**config.mk**
```make
export PLATFORM = sky130hd
export DESIGN_NAME = demorgan_sweeper_flat
export DESIGN_NICKNAME = d
export VERILOG_FILES = /design/src/rtl/demorgan_pkg.sv /design/src/rtl/demorgan_sweeper_if.sv /design/src/rtl/demorgan_golden.sv /design/src/rtl/demorgan_sweeper.sv /design/src/flat_wrapper.sv
export SDC_FILE = /design/constraint.sdc
export NUM_CORES = 1
export LEC_CHECK = 0
export ABC_AREA = 1
export BUFFER_PORTS_ARGS = -buffer_cell sky130_fd_sc_hd__buf_2
export CAP_MARGIN = 30
export CORE_MARGIN = 1.5
export CORE_UTILIZATION = 45
export DETAILED_ROUTE_END_ITERATION = 6
export PLACE_DENSITY_LB_ADDON = 0.15
export SYNTH_ARGS = -nofsm -noshare
export SYNTH_HDL_FRONTEND = slang
export SYNTH_SLANG_ARGS = --single-unit
```
**constraint.sdc**
```tcl
create_clock -name clk -period 4.33 [get_ports clk]
set_clock_uncertainty 0.05 [all_clocks]
set_input_delay 1.299 -clock clk [delete_from_list [all_inputs] [get_ports clk]]
set_output_delay 1.299 -clock clk [all_outputs]
set_load 0.05 [all_outputs]
```
**src/rtl/demorgan_pkg.sv**
```systemverilog
// Shared definitions for the De Morgan gate sweeper: FSM states, vector count
// and counter widths used by the sweeper, its interface and the testbench.
package demorgan_pkg;

  typedef enum logic [1:0] {
    IDLE,
    SETTLE,
    CHECK,
    DONE
  } sweepState_t;

  localparam int unsigned NUM_VECTORS = 4;
  localparam int unsigned VEC_W       = $clog2(NUM_VECTORS);
  localparam int unsigned CNT_W       = 4;
  localparam int unsigned ERR_W       = 3;

endpackage

```
**src/rtl/demorgan_sweeper_if.sv**
```systemverilog
// Control and gate-under-test signal bundle for demorgan_sweeper.
// slave is the sweeper's view, master is the controller/gate side.
interface demorgan_sweeper_if;

  logic                             start;
  logic                             abort;
  logic                             dut_a;
  logic                             dut_b;
  logic                             dut_and;
  logic                             dut_nand;
  logic                             busy;
  logic                             done;
  logic                             pass;
  logic [demorgan_pkg::ERR_W-1:0]   err_count;
  logic [demorgan_pkg::NUM_VECTORS-1:0] fail_vec;

  modport master (
    output start, abort, dut_and, dut_nand,
    input  dut_a, dut_b, busy, done, pass, err_count, fail_vec
  );

  modport slave (
    input  start, abort, dut_and, dut_nand,
    output dut_a, dut_b, busy, done, pass, err_count, fail_vec
  );

endinterface

```
**src/rtl/demorgan_golden.sv**
```systemverilog
// Expected AND/NAND outputs for one input vector of the gate under test.
module demorgan_golden (
  input  logic a,
  input  logic b,
  output logic exp_and,
  output logic exp_nand
);

  assign exp_and  = a & b;
  // NAND expressed in its De Morgan form so it is not just ~exp_and.
  assign exp_nand = ~a | ~b;

endmodule

```
**src/rtl/demorgan_sweeper.sv**
```systemverilog
// Walks a two-input gate through all four input vectors, checks its AND and
// NAND outputs against the golden values and reports per-vector mismatches.
module demorgan_sweeper
  import demorgan_pkg::*;
#(
  parameter int unsigned SETTLE_CYCLES = 1
) (
  input  logic              clk,
  input  logic              reset_n,
  demorgan_sweeper_if.slave bus
);

  if (SETTLE_CYCLES < 1 || SETTLE_CYCLES > 15) begin : gBadSettle
    $error("demorgan_sweeper: SETTLE_CYCLES must be 1..15");
  end

  localparam logic [CNT_W-1:0] SETTLE_LAST = CNT_W'(SETTLE_CYCLES - 1);
  localparam logic [VEC_W-1:0] LAST_VEC    = VEC_W'(NUM_VECTORS - 1);

  sweepState_t      state;
  logic [VEC_W-1:0] vec;
  logic [VEC_W-1:0] nextVec;
  logic [CNT_W-1:0] settleCnt;
  logic             expAnd;
  logic             expNand;
  logic             mismatch;

  demorgan_golden golden (
    .a       (vec[1]),
    .b       (vec[0]),
    .exp_and (expAnd),
    .exp_nand(expNand)
  );

  assign mismatch = (bus.dut_and != expAnd) || (bus.dut_nand != expNand);
  assign nextVec  = vec + VEC_W'(1);

  always_ff @(posedge clk or negedge reset_n) begin
    if (!reset_n) begin
      state         <= IDLE;
      vec           <= '0;
      settleCnt     <= '0;
      bus.dut_a     <= 1'b0;
      bus.dut_b     <= 1'b0;
      bus.busy      <= 1'b0;
      bus.done      <= 1'b0;
      bus.pass      <= 1'b0;
      bus.err_count <= '0;
      bus.fail_vec  <= '0;
    end else begin
      bus.done <= 1'b0;
      // Abort takes priority in every active state; partial results are kept.
      if (state != IDLE && bus.abort) begin
        state     <= IDLE;
        bus.busy  <= 1'b0;
        bus.dut_a <= 1'b0;
        bus.dut_b <= 1'b0;
        bus.pass  <= 1'b0;
      end else begin
        case (state)
          IDLE: begin
            if (bus.start && !bus.abort) begin
              state         <= SETTLE;
              vec           <= '0;
              settleCnt     <= '0;
              bus.dut_a     <= 1'b0;
              bus.dut_b     <= 1'b0;
              bus.busy      <= 1'b1;
              bus.pass      <= 1'b0;
              bus.err_count <= '0;
              bus.fail_vec  <= '0;
            end
          end
          SETTLE: begin
            settleCnt <= settleCnt + CNT_W'(1);
            if (settleCnt == SETTLE_LAST) begin
              state <= CHECK;
            end
          end
          CHECK: begin
            if (mismatch) begin
              bus.fail_vec[vec] <= 1'b1;
              bus.err_count     <= bus.err_count + ERR_W'(1);
            end
            if (vec == LAST_VEC) begin
              state <= DONE;
            end else begin
              state     <= SETTLE;
              vec       <= nextVec;
              settleCnt <= '0;
              bus.dut_a <= nextVec[1];
              bus.dut_b <= nextVec[0];
            end
          end
          DONE: begin
            state    <= IDLE;
            bus.busy <= 1'b0;
            bus.done <= 1'b1;
            bus.pass <= (bus.err_count == '0);
          end
          default: begin
            state    <= IDLE;
            bus.busy <= 1'b0;
          end
        endcase
      end
    end
  end

endmodule

```
**src/flat_wrapper.sv**
```systemverilog
// flat-port wrapper written by rule: the top's interface ports become plain ports
module demorgan_sweeper_flat import demorgan_pkg::*;
#(
  parameter int unsigned SETTLE_CYCLES = 1
)
  (clk, reset_n, bus_start, bus_abort, bus_dut_and, bus_dut_nand, bus_dut_a, bus_dut_b, bus_busy, bus_done, bus_pass, bus_err_count, bus_fail_vec);
  demorgan_sweeper_if bus_i ();
  input  logic clk;
  input  logic reset_n;
  input wire logic [$bits(bus_i.start)-1:0] bus_start;
  input wire logic [$bits(bus_i.abort)-1:0] bus_abort;
  input wire logic [$bits(bus_i.dut_and)-1:0] bus_dut_and;
  input wire logic [$bits(bus_i.dut_nand)-1:0] bus_dut_nand;
  output wire logic [$bits(bus_i.dut_a)-1:0] bus_dut_a;
  output wire logic [$bits(bus_i.dut_b)-1:0] bus_dut_b;
  output wire logic [$bits(bus_i.busy)-1:0] bus_busy;
  output wire logic [$bits(bus_i.done)-1:0] bus_done;
  output wire logic [$bits(bus_i.pass)-1:0] bus_pass;
  output wire logic [$bits(bus_i.err_count)-1:0] bus_err_count;
  output wire logic [$bits(bus_i.fail_vec)-1:0] bus_fail_vec;
  assign bus_i.start = bus_start;
  assign bus_i.abort = bus_abort;
  assign bus_i.dut_and = bus_dut_and;
  assign bus_i.dut_nand = bus_dut_nand;
  assign bus_dut_a = bus_i.dut_a;
  assign bus_dut_b = bus_i.dut_b;
  assign bus_busy = bus_i.busy;
  assign bus_done = bus_i.done;
  assign bus_pass = bus_i.pass;
  assign bus_err_count = bus_i.err_count;
  assign bus_fail_vec = bus_i.fail_vec;
  demorgan_sweeper #(.SETTLE_CYCLES(SETTLE_CYCLES)) u_core (.clk(clk), .reset_n(reset_n), .bus(bus_i));
endmodule
```
* Word-level counts from Yosys, hierarchy flattened
Index checks and enable logic that the tools add are counted.
Widths: inputs -> output; s select.
** Cells by class
- Add/sub/neg operators :: 3
- Multiply operators :: 0
- Div/mod/pow operators :: 0
- Order comparisons :: 2
- Equality and inequality tests :: 12
- Shift-type cells :: 0
- Muxes and demuxes :: 32
- Bitwise operators :: 6
- Reduce and logical (&&, ||, !) cells :: 19
** Operators by type and width (number)
- $mux 2 :: 6
- $mux 4 :: 3
- $pmux 4 s3 :: 1
- $reduce_and 4->1 :: 3
- $mux 1 :: 11
- $reduce_bool 3->1 :: 3
- $pmux 1 s2 :: 4
- $pmux 2 s4 :: 1
- $pmux 4 s2 :: 1
- $eq 2x2->1 const B :: 3
- $mux 3 :: 2
- $ne 3x1->1 const B :: 2
- $pmux 3 s2 :: 1
- $add 4x1->4 const B :: 1
- $logic_not 4->1 :: 1
- $ne 2x1->1 const B :: 2
- $or 4x4->4 :: 1
- $pmux 2 s2 :: 1
- $reduce_and 2->1 :: 2
- $reduce_bool 2->1 :: 2
- $add 3x1->3 const B :: 1
- $logic_and 1x1->1 :: 3
- $logic_not 3->1 :: 1
- $lt 2x3->1 const B :: 1
- 14 further kinds :: 17
** Word-level totals
- Flip-flop bits (word level) :: 20
- Latch bits :: 0
- Memory bits (writable) :: 0
- Bits in read-only memories :: 0
- Input bits :: 6
- Output and inout bits :: 12
- Word-level logic and storage cells :: 84
- Memories kept :: 0

* Logic depth before layout (Yosys ltp)
Gate-level depths: netlist of run 1.
- Depth after elaboration :: 7
- Depth in mapped cells :: 8
- Mapped depth without buffers :: 8

* By module
Synthesis of run 1 repeated with hierarchy kept, for this count alone.
** Second synthesis, totals
- Cells, all modules :: 145
- Area, all modules :: 1137.3 sq um
** Modules (own cells, without submodules)
- demorgan_sweeper :: times used 1, cells each 143, area each 1127.3 sq um, seq. area each 500.5 sq um
- demorgan_golden :: times used 1, cells each 2, area each 10.0 sq um, seq. area each 0.0 sq um

* Worst setup path before layout of run 1
No wires, ideal clock.
- Kind :: input to register
- From :: in bus_abort
- To :: reg u_core.bus.err_count[0]
- Library setup time :: 120 ps
- Arrival :: 1940 ps
- Data required time :: 4160 ps
- Slack :: 2221 ps
- Stages on the path :: 8
- Path buffers :: 0
- Path through :: inv_2 nand2_1 nand2_1 inv_2 nor2_8 nand2_4 nand2_1 nand2_1
** On the way
- Word-level cells in the longest chain between the ends :: 4
- Elaborated cells between the ends (all ways) :: 6
- Those cells by class :: eq/ne: 1; bitwise: 1; reduce/logical: 4
** RTL lines
- start: declaration :: RTL line flat_wrapper.sv:11 : input wire logic [$bits(bus_i.abort)-1:0] bus_abort;
- $logic_not 1->1 :: RTL line demorgan_sweeper.sv:62 : if (bus.start && !bus.abort) begin
- $logic_and 1x1->1 :: RTL line demorgan_sweeper.sv:62
- $ne 2x1->1 (no source line)
- $reduce_and 4->1 (no source line) (*)
- end signal: assignment :: RTL line demorgan_sweeper.sv:83 : bus.err_count <= bus.err_count + ERR_W'(1);
- end: declaration :: RTL line demorgan_sweeper_if.sv:24 : output dut_a, dut_b, busy, done, pass, err_count, fail_vec
Every way passes the cells marked *; elsewhere a longest branch is shown, timed or not.
A chain may end at the register's enable or synchronous reset.

* Worst setup path in the final report of run 1
- From :: reg u_core.bus.err_count[0]
- To :: out bus_err_count[0]
** RTL lines
- end: declaration :: RTL line flat_wrapper.sv:19 : output wire logic [$bits(bus_i.err_count)-1:0] bus_err_count;
No word-level cell between the ends.

==> metrics.yaml, run 1 <==
final_layout:
  ff_latch_area_um2: 500
  stdcell_area_mm2: 0.00136
  diodes: 0
  final_util_pct: 54.5
  synthToLayoutAreaGrowth_pct: 13.2
  drive_gt1_share_pct: 17.0
  finish.net_count: 191
  instances_no_fill: 201
  fillers: 234
  multi_input_area_um2: 632
sta:
  setup_slack_ns: 1.97
  worst_pin_slew_ns: 0.451
  slew_headroom_pct: 69.9
  final_hold_viol_count: 0
  final.period_utilization_pct: 54.5
  slew_viol_final: 0
  max_freq_mhz: 423
  rsz0062_at_grt: "no"
  finalSetupViolCount: 0
  setup_tns_ns: 0
  final.min_clock_period_ns: 2.36
clock_tree:
  ctsHoldBuffers: 0
  cts-root-buf: "clkbuf_4"
  cts_tree: "yes"
  cts_setup_buffers: 0
  clock_path_buffers: 2
  clk_pin_slew_ns: 0.11
  clock_sinks: 20
  numCtsBuffers: 3
  ctsResizeCount: 0
  cts_max_level: 1
  clk_latency_ns: 0.30
global_routing:
  grt_use_total_pct: 17.4
  antenna_found_initial: 0
  grt_max_degree: 21
  grt_first_pass_wirelength_mm: 3.78
  overflow: 0
  grt_pass1_vias: 907
critical_path:
  worstPathCellList: "buf_2"
  cp_top_family: "flip-flops"
  rr_worst_depth: 6
  cp_data_arrival_time_ns: 1.01
  setup.worst_path.start_class: "flip-flop"
  cp_max_fo: 5
  endpoint_kind: "output pin"
  reg2reg_to: "u_core.vec[0]$_DFFE_PN0P_"
  crit_type: "flip-flop to output pin"
  crit_slowest_cell: "dfrtp_1"
  required_ns: 2.98
  cp_num_buf_inv: 1
  r2r_slack_ns: 2.66
  critical-path-max-stage-delay_ns: 0.43
  r2r_start: "u_core.state[0]$_DFFE_PN0P_"
routing:
  drt_drc_violations_left: 0
  vias: 986
  dr.pass1.iters: 4
  vias_per_cell: 4.91
  drt-total-wl_mm: 2.19
  ant_nets: 0
  wire_per_inst_um: 10.9
  drt_iter0_markers: 14
hold_path:
  whs_path_depth: 2
  hold_class: "flip-flop to flip-flop"
  min-delay-start: "u_core.bus.dut_b$_DFFE_PN0P_"
  hold_end: "u_core.bus.dut_b$_DFFE_PN0P_"
logic_synthesis:
  synth_nets: 169
  synth_top_area_cell: "dfrtp_1"
  avgSynthCellArea_um2: 8.02
  ys_types: 20
  synth_top_cell_area_share_pct: 41.6
  syn_inst: 150
  yosysSeqAreaShare_pct: 41.6
  synth-seq-cells: 20
  ys_warn_count: 0
  synthTopCellsByArea: "dfrtp_1, nand2_1, ha_1"
  netlist_area_mm2: 0.00120
flow_run:
  max-cap-violations: 0
power_and_ir_drop:
  combPwrFrac_pct: 53.3
  p_seq_share_pct: 33.7
  power_density_mw_per_mm2: 610
  switching_power_mw: 0.418
  swShare_pct: 50.4
  p_int_mw: 0.412
  p_clk_share_pct: 12.9
  power.leakage_nw: 0.778
  peakVddDrop_mv: 0.301
place:
  io_buffers: 17
  placed_cells_incl_taps: 197
  dp_slack_ns: 2.00
  postPlaceCellArea_mm2: 0.00133
  place_hpwl_mm: 1.74
  gp_congestion: 0.821
die:
  dieArea_mm2: 0.00299
  ios: 18
  die_h_um: 54.7
  die_w_um: 54.7
  initial_core_util_pct: 48.1
  core_mm2: 0.00250
  row_count: 18
status:
  outcome: "complete, no violations"
[metrics by stage]
| stage | total power, mW | hold slack, ns |
|---|---|---|
| finish | 0.830 | 0.440 |
| global route | 0.906 | 0.469 |
| CTS | 0.843 | 0.445 |
| detailed placement | 0.733 | 0.416 |
| global placement | 0.728 | 0.413 |
| floorplan | 0.630 | 0.440 |
[placed cells by master (no fill, tap or decap)]
cell type | Yosys | layout
clkbuf_4 | 0 | 3
nand2_1 | 50 | 50
nor2_1 | 17 | 17
nand3_1 | 12 | 12
nand2_4 | 1 | 1
inv_4 | 1 | 1
o21ai_1 | 1 | 1
nand3b_1 | 1 | 1
nand3_4 | 1 | 1
inv_2 | 2 | 2
a21oi_2 | 1 | 1
buf_2 | 0 | 17
nor2_8 | 1 | 1
xor2_1 | 1 | 1
nand4_1 | 1 | 1
clkbuf_8 | 0 | 1
xnor2_1 | 1 | 1
dfrtp_1 | 20 | 20
ha_1 | 13 | 13
inv_1 | 15 | 15
o21bai_1 | 1 | 1
nor2_4 | 1 | 1
o21ai_0 | 9 | 9
[kinds of logic after synthesis]
family,Yosys count,share of synthesized area (%)
simple gates,85,32.1
flops,20,41.6
buf+inv,18,5.83
fa+ha+maj,13,13.5
compound gates,12,5.51
xor+xnor,2,1.46
[worst max-delay path by stage]
| stage | startpoint | to | slack, ns | cells after the start |
|---|---|---|---|---|
| after global placement | bus_abort | u_core.bus.err_count[1]$_DFFE_PN0P_ | 2.02 | 9 |
| final | u_core.bus.err_count[0]$_DFFE_PN0P_ | bus_err_count[0] | 1.97 | 1 |
| after CTS | u_core.bus.err_count[0]$_DFFE_PN0P_ | bus_err_count[0] | 1.95 | 1 |
| after floorplan | bus_abort | u_core.bus.err_count[0]$_DFFE_PN0P_ | 2.22 | 8 |
| after global routing | u_core.bus.err_count[0]$_DFFE_PN0P_ | bus_err_count[0] | 1.90 | 1 |
| after detailed placement | bus_abort | u_core.bus.err_count[1]$_DFFE_PN0P_ | 2.00 | 9 |
[synth_stat cells (all sizes together)]
cell / number
nand2: 51
dfrtp: 20
nor2: 19
inv: 18
ha: 13
nand3: 13
o21ai: 10
a21oi: 1
nand3b: 1
nand4: 1
o21bai: 1
xnor2: 1
xor2: 1
[state kept, by name (all words and copies together), names as in the netlist]
signal and flops:
u_core.bus.dut_a 1, u_core.bus.pass 1, u_core.settleCnt 4, u_core.bus.done 1, u_core.bus.err_count 3, u_core.bus.dut_b 1, u_core.bus.busy 1, u_core.vec 2
u_core.bus.fail_vec 4, u_core.state 2
[power by group through the flow]
stage               clock, mW  combinational (mW)  sequential [mW]
floorplan                   0               0.254            0.376
global placement            0               0.446            0.282
detailed placement          0               0.448            0.285
CTS                     0.112               0.451            0.281
global route            0.119               0.499            0.288
finish                  0.107               0.443            0.280
[area by class of cell]
cell class / instances / share of cell area (%)
clock buffer: 4 / 2.67
inverter: 18 / 5.15
multi-input combinational: 112 / 46.4
sequential: 20 / 36.8
tap: 30 / 2.76
timing repair buffer: 17 / 6.25
[layer usage]
metal	track usage (%)	wire (µm)
met4	7.50	21
met1	23.0	1090
met3	2.46	69
met2	28.0	1010
met5	0	0
[worst min-delay path: cells and delay by family (launching register included)]
| kind | cells | cell delay [ns] |
|---|---|---|
| flip-flops | 1 | 0.36 |
| AND/OR/NAND/NOR | 2 | 0.11 |
Power figures use the tool's default switching activity.
==> run 2: changes to the inputs <==
clock period = 2.25 ns   (was 4.33 ns; I/O delays follow)
==> metrics.yaml, run 2 (same netlist as run 1, synthesis figures left out) <==
status:
  outcome: "complete, no violations"
power_and_ir_drop:
  combPwrFrac_pct: 53.3
  power_density_mw_per_mm2: 1180
  p_clk_share_pct: 13.0
  p_seq_share_pct: 33.6
  switching_power_mw: 0.817
  swShare_pct: 50.7
  power.leakage_nw: 0.778
  peakVddDrop_mv: 0.843
  p_int_mw: 0.794
sta:
  slew_headroom_pct: 69.7
  rsz0062_at_grt: "no"
  final.period_utilization_pct: 77.9
  final.min_clock_period_ns: 1.75
  max_freq_mhz: 571
  final_hold_viol_count: 0
  finalSetupViolCount: 0
  setup_slack_ns: 0.498
  setup_tns_ns: 0
  worst_pin_slew_ns: 0.455
  whs_ns: 0.243
  slew_viol_final: 0
final_layout:
  fillers: 226
  synthToLayoutAreaGrowth_pct: 13.2
  instances_no_fill: 201
  top_regs: "u_core.bus.fail_vec: 4 flops, u_core.settleCnt: 4 flops, u_core.bus.err_count: 3 flops"
  final_cell_mix: "nand2_1, dfrtp_1, nor2_1, buf_2, inv_1"
  diodes: 0
  final_util_pct: 54.5
  finish.net_count: 191
  layout_commonest_cell: "nand2_1"
  drive_gt1_share_pct: 17.0
place:
  dp_slack_ns: 0.528
  gp_congestion: 0.826
  placed_cells_incl_taps: 197
  io_buffers: 17
  place_hpwl_mm: 1.72
routing:
  vias: 973
  drt_drc_violations_left: 0
  dr.pass1.iters: 5
  ant_nets: 0
  vias_per_cell: 4.84
  wire_per_inst_um: 11.0
  drt-total-wl_mm: 2.22
  drt_iter0_markers: 18
critical_path:
  cp_max_fo: 5
  cp.depth: 1
  cp_data_arrival_time_ns: 1.03
  cp_top_family: "flip-flops"
  cp_num_buf_inv: 1
  crit_slowest_cell: "dfrtp_1"
  worstPathCellList: "buf_2"
  r2r_slack_ns: 0.55
  endpoint: "bus_err_count[0]"
  crit_start: "u_core.bus.err_count[0]$_DFFE_PN0P_"
  critical-path-max-stage-delay_ns: 0.43
  endpoint_kind: "output pin"
  setup.worst_path.start_class: "flip-flop"
  rr_worst_depth: 6
  reg2reg_to: "u_core.bus.dut_b$_DFFE_PN0P_"
  crit_type: "flip-flop to output pin"
  required_ns: 1.52
  r2r_start: "u_core.state[0]$_DFFE_PN0P_"
hold_path:
  hold_class: "primary input to asynchronous set/reset pin"
global_routing:
  grt_pass1_vias: 903
  antenna_found_initial: 0
  grt_use_total_pct: 17.4
  overflow: 0
  grt_first_pass_wirelength_mm: 3.80
  grt_max_degree: 21
die:
  ios: 18
  die_w_um: 54.7
  die_h_um: 54.7
  row_count: 18
  core_mm2: 0.00250
  initial_core_util_pct: 48.1
  dieArea_mm2: 0.00299
clock_tree:
  cts_tree: "yes"
  clk_pin_slew_ns: 0.12
  cts_setup_buffers: 0
  ctsHoldBuffers: 0
  cts-root-buf: "clkbuf_4"
  clk_latency_ns: 0.30
  numCtsBuffers: 3
  cts_max_level: 1
  clock_path_buffers: 2
  clock_sinks: 20
  ctsResizeCount: 0
flow_run:
  max-cap-violations: 0
run 2: cell counts in the layout (fill, tap and decap cells not counted):
No cell type changed its count.
run 2: final cells by class:
| class | instances | area, µm² | share of cell area (%) |
|---|---|---|---|
| tap | 30 | 37.5 | 2.76 |
| multi-input combinational | 112 | 632 | 46.4 |
| inverter | 18 | 70.1 | 5.15 |
| sequential | 20 | 500 | 36.8 |
| timing repair buffer | 17 | 85.1 | 6.25 |
| clock buffer | 4 | 36.3 | 2.67 |
run 2: metrics by stage:
step | total power, mW | cell area, µm²
6_report | 1.61 | 1360
2_1_floorplan | 1.21 | 1200
3_3_place_gp | 1.40 | 1330
3_5_place_dp | 1.41 | 1330
4_1_cts | 1.62 | 1360
5_1_grt | 1.74 | 1360
run 2: worst min path at each step:
| stage | slack [ns] | depth (start not counted) | end |
|---|---|---|---|
| floorplan | 0.33 | 0 | u_core.bus.busy$_DFFE_PN0P_ |
| global placement | 0.41 | 2 | u_core.bus.busy$_DFFE_PN0P_ |
| detailed placement | 0.42 | 2 | u_core.bus.dut_b$_DFFE_PN0P_ |
| CTS | 0.26 | 1 | u_core.state[0]$_DFFE_PN0P_ |
| global route | 0.27 | 1 | u_core.settleCnt[2]$_DFFE_PN0P_ |
| finish | 0.24 | 1 | u_core.settleCnt[2]$_DFFE_PN0P_ |
run 2: routing by layer:
layer | track usage, % | wire length (µm) | vias up
li1 | - | - | 513
met1 | 22.2 | 1060 | 437
met2 | 29.0 | 1040 | 21
met3 | 5.74 | 94 | 2
met4 | 2.50 | 13 | 0
met5 | 0 | 0 | -
run 2: power by group through the flow:
stage               sequential, mW  clock (mW)  combinational, mW
finish                       0.542       0.210              0.859
global route                 0.559       0.228              0.952
CTS                          0.542       0.215              0.867
detailed placement           0.550           0              0.861
global placement             0.543           0              0.858
floorplan                    0.723           0              0.489
